`config.mk`:
```
export PLATFORM = sky130hd
export DESIGN_NAME = wb_port_arbiter
export DESIGN_NICKNAME = d
export VERILOG_FILES = /design/src/rtl/wb_port_arbiter.sv
export SDC_FILE = /design/constraint.sdc
export NUM_CORES = 1
export LEC_CHECK = 0
export CAP_MARGIN = 15
export CORE_ASPECT_RATIO = 0.8
export CORE_MARGIN = 4
export CORE_UTILIZATION = 34
export CTS_CLUSTER_DIAMETER = 40
export DETAILED_ROUTE_END_ITERATION = 16
export GPL_TIMING_DRIVEN = 0
export PLACE_DENSITY = 0.78
export SLEW_MARGIN = 20
export SYNTH_ARGS = -nofsm -noshare
export SYNTH_HDL_FRONTEND = slang
export SYNTH_SLANG_ARGS = --single-unit
```
`constraint.sdc`:
```
create_clock -name clk -period 1.27 [get_ports clk]
set_input_delay 0.3175 -clock clk [delete_from_list [all_inputs] [get_ports clk]]
set_output_delay 0.3175 -clock clk [all_outputs]
set_load 0.01 [all_outputs]
```
`src/rtl/wb_port_arbiter.sv`:
```
// wb_port_arbiter: round-robin arbiter for the register-file write port.
// Ports: req0 (ALU) and req1 (load) valid/ready/addr/data in, registered wr_* out, pri debug.
module wb_port_arbiter #(
  parameter int DATA_W = 32,
  parameter int ADDR_W = 5
) (
  input  logic              clk,
  input  logic              rst_n,
  input  logic              hold,
  input  logic              req0_valid,
  input  logic [ADDR_W-1:0] req0_addr,
  input  logic [DATA_W-1:0] req0_data,
  output logic              req0_ready,
  input  logic              req1_valid,
  input  logic [ADDR_W-1:0] req1_addr,
  input  logic [DATA_W-1:0] req1_data,
  output logic              req1_ready,
  output logic              wr_en,
  output logic [ADDR_W-1:0] wr_addr,
  output logic [DATA_W-1:0] wr_data,
  output logic              wr_sel,
  output logic              pri
);

  typedef enum logic {
    PRI0 = 1'b0,
    PRI1 = 1'b1
  } state_t;

  state_t state;
  state_t state_nxt;

  logic grant0;
  logic grant1;
  logic go;

  // A lone requester always wins; a tie goes to the priority holder.
  assign grant0 = req0_valid
                & (~req1_valid | (state == PRI0));
  assign grant1 = req1_valid
                & (~req0_valid | (state == PRI1));

  assign go = rst_n & ~hold;

  assign req0_ready = go & grant0;
  assign req1_ready = go & grant1;

  assign pri = (state == PRI1);

  always_comb begin
    state_nxt = state;
    unique case (1'b1)
      req0_ready: state_nxt = PRI1;
      req1_ready: state_nxt = PRI0;
      default:    state_nxt = state;
    endcase
  end

  always_ff @(posedge clk) begin
    if (!rst_n) begin
      state   <= PRI0;
      wr_en   <= 1'b0;
      wr_addr <= '0;
      wr_data <= '0;
      wr_sel  <= 1'b0;
    end else begin
      state <= state_nxt;
      wr_en <= 1'b0;
      if (req0_ready) begin
        wr_addr <= req0_addr;
        wr_data <= req0_data;
        wr_sel  <= 1'b0;
        // Register 0 is hard-wired: consume the request, skip the write.
        wr_en   <= (req0_addr != '0);
      end else if (req1_ready) begin
        wr_addr <= req1_addr;
        wr_data <= req1_data;
        wr_sel  <= 1'b1;
        wr_en   <= (req1_addr != '0);
      end
    end
  end

endmodule

```
==> results.sh <==
export IMPL_status="complete, but fails checks"
export IMPL_violations="negative setup slack"
export IMPL_netlist_cell_type_count=25
export IMPL_clk_latency_ps=300
export IMPL_cpMaxStageDelayCell="dfxtp_4"
export IMPL_slowest_delay_ps=360
export IMPL_power_density_nw_per_um2=838
export IMPL_layout_common_cells="71 x clkdlybuf4s50_1, 37 x dfxtp_1, 24 x a21oi_1"
export IMPL_synth_xor_area_share_pct=0
export IMPL_n_antenna_cell=0
export IMPL_grt_pass1_vias=2552
export IMPL_finalCritPeriodShare_pct=121
export IMPL_r2r_slack_ps=-140
export IMPL_gp_congestion=0.924
export IMPL_dieArea_um2=7210
export IMPL_std_cell_rows=24
export IMPL_setup_violations_final=27
export IMPL_ant_nets=0
export IMPL_cp_data_required_time_ps=950
export IMPL_cts_htree_levels=2
export IMPL_overflow=0
export IMPL_preCtsSetupSlack_ps=-1140
export IMPL_dp_hpwl_mm=5.80
export IMPL_cp_max_fo=3
export IMPL_holdPathStages=2
export IMPL_cts_tree="done"
export IMPL_holdWs_ps=303
export IMPL_nets=464
export IMPL_worst_slew_margin_rel_pct=62.9
export IMPL_first_pass_iters=4
export IMPL_arrival_ps=1210
export IMPL_grt_pass1_wl_mm=13.0
export IMPL_finalNonFillerCells=463
export IMPL_routed_wl_mm=8.60
export IMPL_path_cells="buf_4 > nand2b_4 > and3_4 > buf_6"
export IMPL_die_y_um=76.7
export IMPL_reg2reg_to="wr_data[10]"
export IMPL_r2r_start="pri"
export IMPL_fin_crit_ps=1530
export IMPL_drcViolationCount=0
export IMPL_holdBufCountCts=0
export IMPL_path_delay_family="flip-flops"
export IMPL_synth_top_family_by_area="compound AO/OA/AOI/OAI gates"
export IMPL_gr_usage_all_layers_pct=22.4
export IMPL_cp_end_kind="output pin"
export IMPL_antenna_found_initial=0
export IMPL_numClockSinks=40
export IMPL_p_leak_nw=1.43
export IMPL_hp_class="in -> reg"
export IMPL_cp_buffers_inverters=2
export IMPL_final_max_slew_viol_count=0
export IMPL_worst_slew_pin_slew_ps=556
export IMPL_cts_buffers=5
export IMPL_final_common_cell="clkdlybuf4s50_1"
export IMPL_wire_per_inst_um=18.6
export IMPL_finClkSkew_ps=6.23
export IMPL_r2r_cells=7
export IMPL_core_region_area_um2=5590
export IMPL_avgSynthCellArea_um2=8.33
export IMPL_placedCellCount=438
export IMPL_worstHoldStart="rst_n"
export IMPL_syn_num_nets=320
export IMPL_synthCells=241
export IMPL_peakVddDrop_mv=0.416
export IMPL_synthSimpleGateAreaFrac_pct=14.1
export IMPL_io_buffers=119
export IMPL_final_area_um2=3810
export IMPL_syn_to_final_growth_pct=90.0
export IMPL_grt_setup_unrepaired="yes"
export IMPL_grt_max_degree=12
export IMPL_synth_area_um2=2010
export IMPL_drtIter0Drc=119
export IMPL_cp_start_kind="flop"
export IMPL_fin_ws_ps=-261
export IMPL_dpl_cell_area_um2=3370
export IMPL_viasPerCell=5.60
export IMPL_yosysSeqAreaShare_pct=39.9
export IMPL_initial_core_util_pct=36.0
export IMPL_synth_fa_ha_area_share_pct=0
export IMPL_clock_path_buffers=2
export IMPL_synth_compound_area_share_pct=36.3
export IMPL_yosys_register_bits=40
export IMPL_vias=2591
export IMPL_clock_fmax_mhz=653
export IMPL_crit_type="reg -> out"
export IMPL_synth_mux_area_fraction_pct=0
export IMPL_dieWidth_um=93.9
export IMPL_drive_gt1_share_pct=31.7
export IMPL_ys_warnings_count=0
export IMPL_drv_cap=0
export IMPL_clk_pin_slew_ps=70
export IMPL_root_buffer="clkbuf_8"
export IMPL_hold_viol_final=0
export IMPL_boundaryPins=121
export IMPL_worstHoldEndpoint="wr_sel"
-- cells by family after synthesis --
| group | count (synthesis) |
|---|---|
| simple gates | 55 |
| buf+inv | 34 |
| compound gates | 112 |
| flops | 40 |
-- worst max-delay path by stage --
stage / from / endpoint / cells past startpoint
2_1_floorplan: hold / req0_ready / 6
3_3_place_gp: rst_n / req0_ready / 8
3_5_place_dp: rst_n / req0_ready / 8
4_1_cts: pri / req0_ready / 6
5_1_grt: pri / req0_ready / 6
6_report: pri / req1_ready / 4
-- power by group --
group / total [W] / switching (W) / leakage, nW / internal (W)
combinational: 0.000997 / 0.000457 / 1.05 / 0.000540
clock: 0.000820 / 0.000446 / 0.0410 / 0.000374
sequential: 0.00138 / 0.0000465 / 0.330 / 0.00133
-- worst register-to-register path: stages (launching register included) --
cell      delay, ps
dfxtp_4         360
a21boi_2        160
buf_6           120
buf_8           100
buf_4           100
buf_8           130
nand3_1         110
a311oi_2        260
-- synth_stat cells --
master	n	share of area [%]
a311oi_1	30	13
buf_6	5	2.8
buf_2	13	3.2
o2bb2ai_1	1	0.44
nand2b_1	2	0.62
or2_2	1	0.31
nor3_1	2	0.50
or4_1	1	0.37
nand3_1	37	9.2
nand4_1	4	1.2
and3_1	1	0.31
inv_1	2	0.37
clkbuf_1	10	1.9
a311oi_2	3	2.2
and2b_1	1	0.37
buf_4	4	1.5
a21oi_1	34	8.5
o21ai_0	37	9.2
dfxtp_1	40	40
a21boi_2	1	0.56
nand2_1	2	0.37
a31oi_1	4	1.2
o211a_1	1	0.50
nor2_1	4	0.75
a21bo_2	1	0.50
-- stage by stage --
| stage | util (%) | TNS, ps | power [W] |
|---|---|---|---|
| floorplan | - | -119 | 0.00178 |
| global placement | 60.3 | -29270 | 0.00227 |
| detailed placement | 60.3 | -30380 | 0.00228 |
| CTS | 64.9 | -2400 | 0.00312 |
| global route | 68.3 | -4440 | 0.00337 |
| finish | 68.3 | -2280 | 0.00320 |
-- timing repair --
| action | 4_1_cts | 5_1_grt |
|---|---|---|
| endpoints found under the setup margin | 82 | 67 |
| buffers inserted | 14 | 5 |
| pin swaps | 24 | 17 |
| resized for setup | 99 | 98 |
| cloned | 1 | 0 |
-- flip-flops by register name, indices dropped and copies added (netlist names) --
register / flops
wr_sel: 1
pri: 1
wr_addr: 5
wr_en: 1
wr_data: 32
-- final cells by class --
class | instances | area, µm²
buffer | 31 | 256
fill | 478 | 1770
sequential | 40 | 807
clock buffer | 6 | 72.6
multi-input combinational | 167 | 1250
tap | 78 | 97.6
inverter | 2 | 7.51
clock inverter | 1 | 5.00
timing repair buffer | 138 | 1320
-- per-layer routing --
layer  routed length [µm]  vias to the layer above  global-route usage, %
li1                     -                     1220                      -
met5                    0                        -                      0
met1                 3770                     1235                   30.6
met2                 3910                      120                   32.7
met4                  137                        0                   6.64
met3                  781                       16                   8.22
Note: power is estimated with default switching activity, not from simulation.
